`src/rtl/psum_accumulator.sv`:
```
// Sums AccLen consecutive PE partial sums into one element and queues finished elements in a small FIFO.
// Optional build macro PSUM_ACC_SAT_EN: saturate each add to the signed range instead of wrapping.
module psum_accumulator #(
    parameter int DataWidth   = 32,
    parameter int AccLen      = 9,
    parameter int AccLenWidth = 4,
    parameter int BufferWidth = 2,
    parameter int BufferSize  = 4
) (
    input  logic                   clk,
    input  logic                   sclr,
    input  logic                   clk_en,
    input  logic                   DataInValid,
    input  logic [DataWidth-1:0]   DataIn,
    output logic                   DataInRdy,
    output logic                   DataOutValid,
    output logic [DataWidth-1:0]   DataOut,
    input  logic                   DataOutRdy,
    output logic [AccLenWidth-1:0] BeatCount,
    output logic [BufferWidth:0]   Level
);

    localparam logic [AccLenWidth-1:0] LastBeat  = AccLenWidth'(AccLen - 1);
    localparam logic [BufferWidth:0]   FullLevel = (BufferWidth + 1)'(BufferSize);

    logic [DataWidth-1:0]   acc;
    logic [DataWidth-1:0]   sum;
    logic [DataWidth-1:0]   mem [BufferSize];
    logic [BufferWidth-1:0] wr_ptr;
    logic [BufferWidth-1:0] rd_ptr;
    logic                   in_xfer;
    logic                   out_xfer;
    logic                   last_beat;
    logic                   push;

    assign DataInRdy    = clk_en && (Level != FullLevel);
    assign DataOutValid = clk_en && (Level != '0);
    assign DataOut      = (Level != '0) ? mem[rd_ptr] : '0;

    assign in_xfer   = DataInValid && DataInRdy;
    assign out_xfer  = DataOutValid && DataOutRdy;
    assign last_beat = (BeatCount == LastBeat);
    assign push      = in_xfer && last_beat;

`ifdef PSUM_ACC_SAT_EN
    logic [DataWidth:0] wide_sum;

    // One extra bit exposes signed overflow; clamp toward the sign of the true result.
    always_comb begin
        wide_sum = {acc[DataWidth-1], acc} + {DataIn[DataWidth-1], DataIn};
        sum      = wide_sum[DataWidth-1:0];
        if (wide_sum[DataWidth] != wide_sum[DataWidth-1]) begin
            sum = wide_sum[DataWidth] ? {1'b1, {(DataWidth-1){1'b0}}}
                                      : {1'b0, {(DataWidth-1){1'b1}}};
        end
    end
`else
    always_comb begin
        sum = acc + DataIn;
    end
`endif

    always_ff @(posedge clk) begin
        if (sclr) begin
            acc       <= '0;
            BeatCount <= '0;
            wr_ptr    <= '0;
            rd_ptr    <= '0;
            Level     <= '0;
        end else begin
            if (in_xfer) begin
                if (last_beat) begin
                    acc       <= '0;
                    BeatCount <= '0;
                end else begin
                    acc       <= sum;
                    BeatCount <= BeatCount + 1'b1;
                end
            end
            if (push) begin
                wr_ptr <= wr_ptr + 1'b1;
            end
            if (out_xfer) begin
                rd_ptr <= rd_ptr + 1'b1;
            end
            // Pointers wrap naturally because BufferSize is a power of two.
            unique case ({push, out_xfer})
                2'b10:   Level <= Level + 1'b1;
                2'b01:   Level <= Level - 1'b1;
                default: Level <= Level;
            endcase
        end
    end

    // Storage is not cleared on sclr; DataOut is masked by Level instead.
    always_ff @(posedge clk) begin
        if (push && !sclr) begin
            mem[wr_ptr] <= sum;
        end
    end

endmodule

```
`config.mk`:
```
export PLATFORM = sky130hd
export DESIGN_NAME = psum_accumulator
export DESIGN_NICKNAME = d
export VERILOG_FILES = /design/src/rtl/psum_accumulator.sv
export SDC_FILE = /design/constraint.sdc
export NUM_CORES = 1
export LEC_CHECK = 0
export CAP_MARGIN = 20
export CORE_MARGIN = 4
export CORE_UTILIZATION = 45
export DETAILED_ROUTE_END_ITERATION = 12
export GPL_TIMING_DRIVEN = 0
export MAX_ROUTING_LAYER = met4
export PLACE_DENSITY = 0.65
export REMOVE_ABC_BUFFERS = 1
export SLEW_MARGIN = 20
export SYNTH_ARGS = -nofsm -noshare
export SYNTH_HDL_FRONTEND = slang
export SYNTH_SLANG_ARGS = --single-unit
```
`constraint.sdc`:
```
create_clock -name clk -period 4.4 [get_ports clk]
set_input_delay 1.1 -clock clk [delete_from_list [all_inputs] [get_ports clk]]
set_output_delay 1.1 -clock clk [all_outputs]
set_load 0.05 [all_outputs]
```
==> summary.md, run 1 <==
| Metric | Value |
|---|---|
| Part of the power in registers | `approximately half` |
| Crit Reg-Reg Startpoint | `acc[8]` |
| Net Sw Frac | `between 20 and 25%` |
| Final WS setup | `around 0.43 ns` |
| Std cell rows | `49` |
| Largest delay contributor family on the critical path | `compound AO/OA/AOI/OAI gates` |
| Die Span Y | `around 140 µm` |
| # port buffers | `between 70 and 80` |
| Buf+Inv Stages, Crit Path | `1` |
| Worst EP arrival | `roughly 4.1 ns` |
| # placed instances | `900` |
| Cts repair resizes | `0` |
| Top cells by count, synth | `edfxtp_1 (128), dfxtp_1 (45), and2_1 (42)` |
| Switching Power | `between 0.8 and 0.9 mW` |
| Final core occ | `54.73%` |
| Area leader, netlist | `edfxtp_1` |
| Worst-path cell chain | `clkdlybuf4s50_1 > ha_1 > nand4_1 > nor3_1 > nor2_1 > o21ai_0 > a31o_2 > a21o_1 > a21oi_1 > xnor2_1` |
| Prevailing post-synth register cell | `edfxtp_1` |
| Critical path class | `input port to register` |
| Ranking of synthesized cells by area | `edfxtp_1 (47%), dfxtp_1 (11%), mux4_2 (8.8%)` |
| Sequential-to-total area share from yosys stat | `about 58%` |
| Mapped Area | `8198 µm²` |
| Final instance area | `9831 µm²` |
| Clock share of power | `a little under two fifths` |
| Yosys top cell area share | `a little under half` |
| DRC | `0` |
| Antenna violations before repair | `0` |
| Reg-to-Reg End | `mem[1][25]` |
| Post-CTS setup repair buffer count | `0` |
| Crit-path max FO | `6` |
| First-pass iteration count of the detailed router | `5` |
| Vias/cell | `approximately 5.5` |
| CP max stage delay | `between 0.7 and 0.8 ns` |
| Antenna Diode Count | `0` |
| Worst r2r path cells | `9` |
| Async set-reset flop share out of synthesis | `0%` |
| Post-DP HPWL | `~12000 µm` |
| Minimum clock period | `between 3 and 4 ns` |
| H-tree depth | `4` |
| Endpoints failing hold | `0` |
| Via count | `between 5000 and 6000` |
| Hold crit path type | `register to register` |
| F_max | `roughly 250 MHz` |
| Unrepaired setup endpoints after global routing | `no` |
| Wire per inst | `~18 µm` |
| Number of synthesized flops with an enable pin | `128` |
| Mean area per synthesized cell | `between 10 and 15 µm²` |
| CP endpoint | `mem[1][25]` |
| Post-CTS Hold Buffers | `0` |
| Setup violators final | `0` |
| DP Area | `between 9000 and 10000 µm²` |
| Static Leak | `3.577 nW` |
| Hold WS | `between 0.4 and 0.5 ns` |
| Pre-CTS setup slack | `0.02669 ns` |
| Final non-filler cell total | `932` |
| Root Buffer | `clkbuf_16` |
| Multi-input combinational cell area | `roughly 3300 µm²` |
| Die ar. | `between 20000 and 25000 µm²` |
| GRT Util Overall | `between 10% and 20%` |
| Num CTS Buffers | `17` |
| Nets | `roughly 770` |
| Clock Tree Buf Depth | `2` |
| CTS tree | `built` |
| #FFs+latches synth | `approximately 170` |
| Synth Instances | `a little over 600` |
| Layout cell share with drive strength beyond 1 | `12.38%` |
| Final worst-path cycle share | `about 90%` |
| Initial core utilization | `between 40% and 50%` |
| Peak VDD IR | `about 0.28 mV` |
| Vias in the first global route | `5124` |
| R2R Setup Slk | `1.23 ns` |
| Worst Tran Pin Value | `1.078 ns` |
| Register area | `around 4700 µm²` |
| Core Area | `17960 µm²` |
| Largest net degree at the start of global routing | `35` |
| Slew margin rel. | `approximately 28%` |
| Setup crit start | `DataIn[8]` |
| # fillers | `approximately 1500` |
| Initial DRC Count | `around 330` |
| WP data required | `roughly 4.6 ns` |
| Die width | `143.0 µm` |
| Count leader, synth | `edfxtp_1` |
| Slew Limit Fails | `0` |
| Syn. warnings | `0` |
| Unique cell type count in the Yosys netlist | `57` |
| PwrDens | `approximately 370 nW/µm²` |
| Antenna-violating nets left | `0` |
| Combinational power share | `between 10% and 20%` |
| Routability cong. | `roughly 0.84` |
| MaxCap Viol Count | `0` |
| I/O pin cnt | `78` |
| Overflow after GRT | `0` |
| Run status | `complete, no violations` |
| Area delta synth->final | `19.92%` |
| First-pass GRT wire length | `27140 µm` |
| Critical path's slowest cell | `o21ai_0` |
| Setup crit start kind | `input port` |
| Critical Path End Type | `register` |
| CTS sink count | `around 170` |
| Cell Int Power | `2.773 mW` |
| Clock Latency Late Sink | `0.43 ns` |
| Reg clk slew, reported paths | `0.06 ns` |
| Pwr Total | `about 3.7 mW` |
| Worst Clk Skew | `between 0.008 and 0.009 ns` |
| Worst path depth | `10` |
| Routed WL | `~17000 µm` |
| Setup TNS Final | `0 ns` |
[worst reg2reg max path, delay by kind of cell (launching register included)]
family	cells	cell delay, ns
flip-flops	1	0.32
AO/OA/AOI/OAI	4	1.25
AND/OR/NAND/NOR	3	0.55
adder cells (fa/ha/maj)	1	0.39
XOR/XNOR	1	0.41
[cells in the final DEF (no fill, tap or decap), types with 17 or more instances in the layout]
cell	n
edfxtp_1	128
a21o_1	17
a21oi_1	34
nand2_1	40
mux4_2	32
and2_1	38
clkdlybuf4s50_1	76
nor2_1	32
o21ai_0	17
clkbuf_16	17
dfxtp_1	43
xor2_1	17
ha_1	38
[power groups by stage]
| stage | Clock (mW) | Sequential, mW | Combinational [mW] |
|---|---|---|---|
| floorplan | 0 | 1.88 | 0.291 |
| global placement | 0 | 1.88 | 0.410 |
| detailed placement | 0 | 1.88 | 0.427 |
| CTS | 1.43 | 1.85 | 0.429 |
| global route | 1.50 | 1.85 | 0.477 |
| finish | 1.39 | 1.85 | 0.432 |
[cell families after synthesis]
group / Yosys count / share of synthesized area, %
AOI/OAI and AO/OA: 134 / 11.19
adders and majority gates: 40 / 6.288
xor gates and xnor gates: 33 / 3.526
DFF: 173 / 57.88
buffers and inverters: 42 / 2.137
muxes: 36 / 9.295
and+or+nand+nor: 157 / 9.692
[routing by layer]
metal,vias to the layer above,track usage (%),part of all wire (%)
li1,2496,-,-
met5,-,-,0
met2,105,29.85,51
met1,2542,22.55,44
met3,18,3.349,3.9
met4,0,4.952,1.3
[how the worst min path moves through the flow]
stage,startpoint,to,slack (ns),cells after the start
5_1_grt,acc[2],acc[2],0.49,2
3_3_place_gp,acc[0],acc[0],0.44,2
2_1_floorplan,acc[0],acc[0],0.43,2
3_5_place_dp,acc[0],acc[0],0.45,2
4_1_cts,acc[0],acc[0],0.46,2
6_report,acc[0],acc[0],0.46,2
[flip-flops by register name (all words and copies together), names as in the netlist, named ones only]
| name | flops |
|---|---|
| wr_ptr | 2 |
| acc | 32 |
| mem | 128 |
| BeatCount | 4 |
| rd_ptr | 2 |
| Level | 3 |
[area by class of cell]
type                    count  share of cell area [%]
flip-flops and latches    173                   48.31
clock buffers              21                   4.786
inverters                  14                  0.5346
clock inverters            11                  0.8400
multi-input cells         400                   33.49
well taps                 229                   2.915
repair buffers             84                   9.126
Power figures use the tool's default switching activity.
==> run 2: changes to the inputs <==
--- a/config.mk
+++ b/config.mk
@@ -6,6 +6,7 @@
 export NUM_CORES = 1
 export LEC_CHECK = 0
 export CAP_MARGIN = 20
+export CORE_ASPECT_RATIO = 0.6
 export CORE_MARGIN = 4
 export CORE_UTILIZATION = 45
 export DETAILED_ROUTE_END_ITERATION = 12
==> run 2 against run 1 <==
Against the previous run:
- first-iteration DRC count grew 61%
- final area up 0.53%
- clock power is 11% higher
- non-clock buffer count fell by 1
- largest power group unchanged
- critical path depth unchanged
- sequential cell count did not move
- clock-buffer cell count is 4 lower
- critical path type unchanged
==> summary.md, run 2 (synthesis results as in run 1) <==
| Metric | Value |
|---|---|
| Reg clk slew, reported paths | `0.07 ns (about the same)` |
| Vias/cell | `5.667 (+2.3%)` |
| Antenna Diode Count | `0 (unchanged)` |
| F_max | `248.4 MHz (-1.3%)` |
| Final core occ | `56.48% (+1.8 points)` |
| Run status | `complete, no violations` |
| Max reg flops | `128 (unchanged)` |
| Num CTS Buffers | `17 (unchanged)` |
| GRT Util Overall | `18.54% (+0.64 points)` |
| Final non-filler cell total | `936 (+0.43%)` |
| PwrDens | `388.7 nW/µm² (+4.1%)` |
| WP data required | `4.55 ns (-0.02 ns)` |
| Initial DRC Count | `527 (+61%)` |
| Worst-path cell chain | `clkdlybuf4s50_1 > ha_1 > nand4_1 > nor3_1 > nor2_1 > o21ai_0 > a31o_2 > a21o_1 > a21oi_1 > xnor2_1` |
| CP max stage delay | `0.70 ns (about the same)` |
| MaxCap Viol Count | `0 (unchanged)` |
| Commonest non-fill, non-tap cell in the layout | `edfxtp_1` |
| Reg-to-Reg End | `mem[0][25]` |
| Setup TNS Final | `0 ns (unchanged)` |
| Critical path class | `input port to register` |
| Most frequent cells in the layout | `edfxtp_1 (128), clkdlybuf4s50_1 (76), dfxtp_1 (43), nand2_1 (40)` |
| Clock Latency Late Sink | `0.42 ns (about the same)` |
| Nets | `766 (-0.13%)` |
| Core Area | `17500 µm² (-2.6%)` |
| Area delta synth->final | `20.56%` |
| Worst Hold Depth | `2 (unchanged)` |
| Worst Clk Skew | `0.01080 ns (+0.002532 ns)` |
| # placed instances | `904 (+0.44%)` |
| Die Span Y | `112.6 µm (-21%)` |
| Slew Limit Fails | `0 (unchanged)` |
| First-pass GRT wire length | `28720 µm (+5.8%)` |
| Std cell rows | `37 (-24%)` |
| Via count | `5304 (+2.8%)` |
| Worst Tran Pin Value | `1.059 ns (-0.01982 ns)` |
| Die ar. | `20510 µm² (+0.35%)` |
| Critical path's slowest cell | `o21ai_0` |
| Post-DP HPWL | `12460 µm (+3.8%)` |
| Clock Tree Buf Depth | `2 (unchanged)` |
| Antenna-violating nets left | `0 (unchanged)` |
| Crit-path max FO | `6 (unchanged)` |
| Routability cong. | `0.9147 (+9.5%)` |
| Slew margin rel. | `29.17% (+1.3 points)` |
| Setup violators final | `0 (unchanged)` |
| Cts repair resizes | `0 (unchanged)` |
| Static Leak | `3.594 nW (+0.48%)` |
| CTS tree | `built` |
| Final worst-path cycle share | `91.49% (+1.2 points)` |
| CP endpoint | `mem[0][25]` |
| Die width | `182.3 µm (+27%)` |
| Setup crit start kind | `input port` |
| Pre-CTS setup slack | `-0.03758 ns (-0.06427 ns)` |
| Post-CTS Hold Buffers | `0 (unchanged)` |
| I/O pin cnt | `78 (unchanged)` |
| Regs by FF count | `mem x128, acc x32, BeatCount x4` |
| Final WS setup | `0.3744 ns (-0.05229 ns)` |
| DRC | `0 (unchanged)` |
| Antenna violations before repair | `0 (unchanged)` |
| Critical Path End Type | `register` |
| Worst EP arrival | `4.18 ns (+0.04 ns)` |
| CTS sink count | `173 (unchanged)` |
| Minimum clock period | `4.026 ns (+0.05229 ns)` |
| Peak VDD IR | `0.2223 mV (-22%)` |
| # fillers | `1415 (-2.6%)` |
| Crit Reg-Reg Startpoint | `acc[8]` |
| Unrepaired setup endpoints after global routing | `no` |
| Worst r2r path cells | `9 (unchanged)` |
| Hold crit path type | `register to register` |
| Post-CTS setup repair buffer count | `0 (unchanged)` |
| Largest net degree at the start of global routing | `35 (unchanged)` |
| Wire per inst | `19.23 µm (+4.7%)` |
| Vias in the first global route | `5248 (+2.4%)` |
| Setup crit start | `DataIn[8]` |
| Pwr Total | `3.842 mW (+4.6%)` |
| Endpoints failing hold | `0 (unchanged)` |
| Routed WL | `18000 µm (+5.2%)` |
| First-pass iteration count of the detailed router | `5 (unchanged)` |
| Overflow after GRT | `0 (unchanged)` |
| # port buffers | `77 (unchanged)` |
| Root Buffer | `clkbuf_16` |
| Initial core utilization | `46.85% (+1.2 points)` |
| Layout cell share with drive strength beyond 1 | `12.39% (+0.018 points)` |
| R2R Setup Slk | `1.17 ns (-0.06 ns)` |
| H-tree depth | `4 (unchanged)` |
| Top reg by flops | `mem` |
-- run 2: cell count changes in the layout (fill, tap and decap cells not counted) --
cell and delta:
clkinv_8 +5, clkinv_2 -4, clkbuf_8 -3, inv_8 +2, buf_12 -1, buf_4 +1, buf_6 -1, bufinv_16 +1
clkbuf_1 -1, clkinv_4 +1, clkinvlp_4 -1
-- run 2: metrics by stage --
stage | area [µm²] | hold WS [ns]
after detailed placement | 9260 | 0.4536
after CTS | 9883 | 0.4638
after global routing | 9883 | 0.5038
after global placement | 9139 | 0.4455
after floorplan | 8075 | 0.4295
final | 9883 | 0.4615
-- run 2: how the worst min path moves through the flow --
stage                        from      end  slack [ns]
after floorplan            acc[0]   acc[0]        0.43
after global placement     acc[0]   acc[0]        0.45
after detailed placement   acc[0]   acc[0]        0.45
after CTS                  acc[0]   acc[0]        0.46
after global routing      acc[21]  acc[21]        0.50
final                      acc[0]   acc[0]        0.46
-- run 2: power breakdown --
| group | leakage, nW | internal, mW | switching, mW |
|---|---|---|---|
| logic | 1.77 | 0.165 | 0.288 |
| clock network | 0.302 | 0.823 | 0.718 |
| registers | 1.52 | 1.83 | 0.0147 |
| total | 3.59 | 2.82 | 1.02 |
-- run 2: routing by layer --
metal	vias up	routed length, µm	GRT usage (%)
li1	2493	-	-
met1	2611	8911	26.83
met2	180	7887	27.57
met3	20	1024	3.303
met4	0	176	4.198
met5	-	0	-
-- run 2: layout make-up --
type | instances | area (µm²) | share of cell area (%)
timing repair buffer | 83 | 873.3 | 8.837
tap | 234 | 292.8 | 2.962
clock buffer | 17 | 425.4 | 4.304
sequential | 173 | 4750 | 48.06
multi-input combinational | 400 | 3292 | 33.31
inverter | 14 | 52.55 | 0.5317
clock inverter | 15 | 197.7 | 2.000
-- run 2: critical path, delay by kind of cell --
| kind | cells | cell delay [ns] |
|---|---|---|
| AOI/OAI and AO/OA | 4 | 1.21 |
| adders and majority gates | 1 | 0.42 |
| xor gates and xnor gates | 1 | 0.49 |
| buffers and inverters | 1 | 0.43 |
| and+or+nand+nor | 3 | 0.54 |
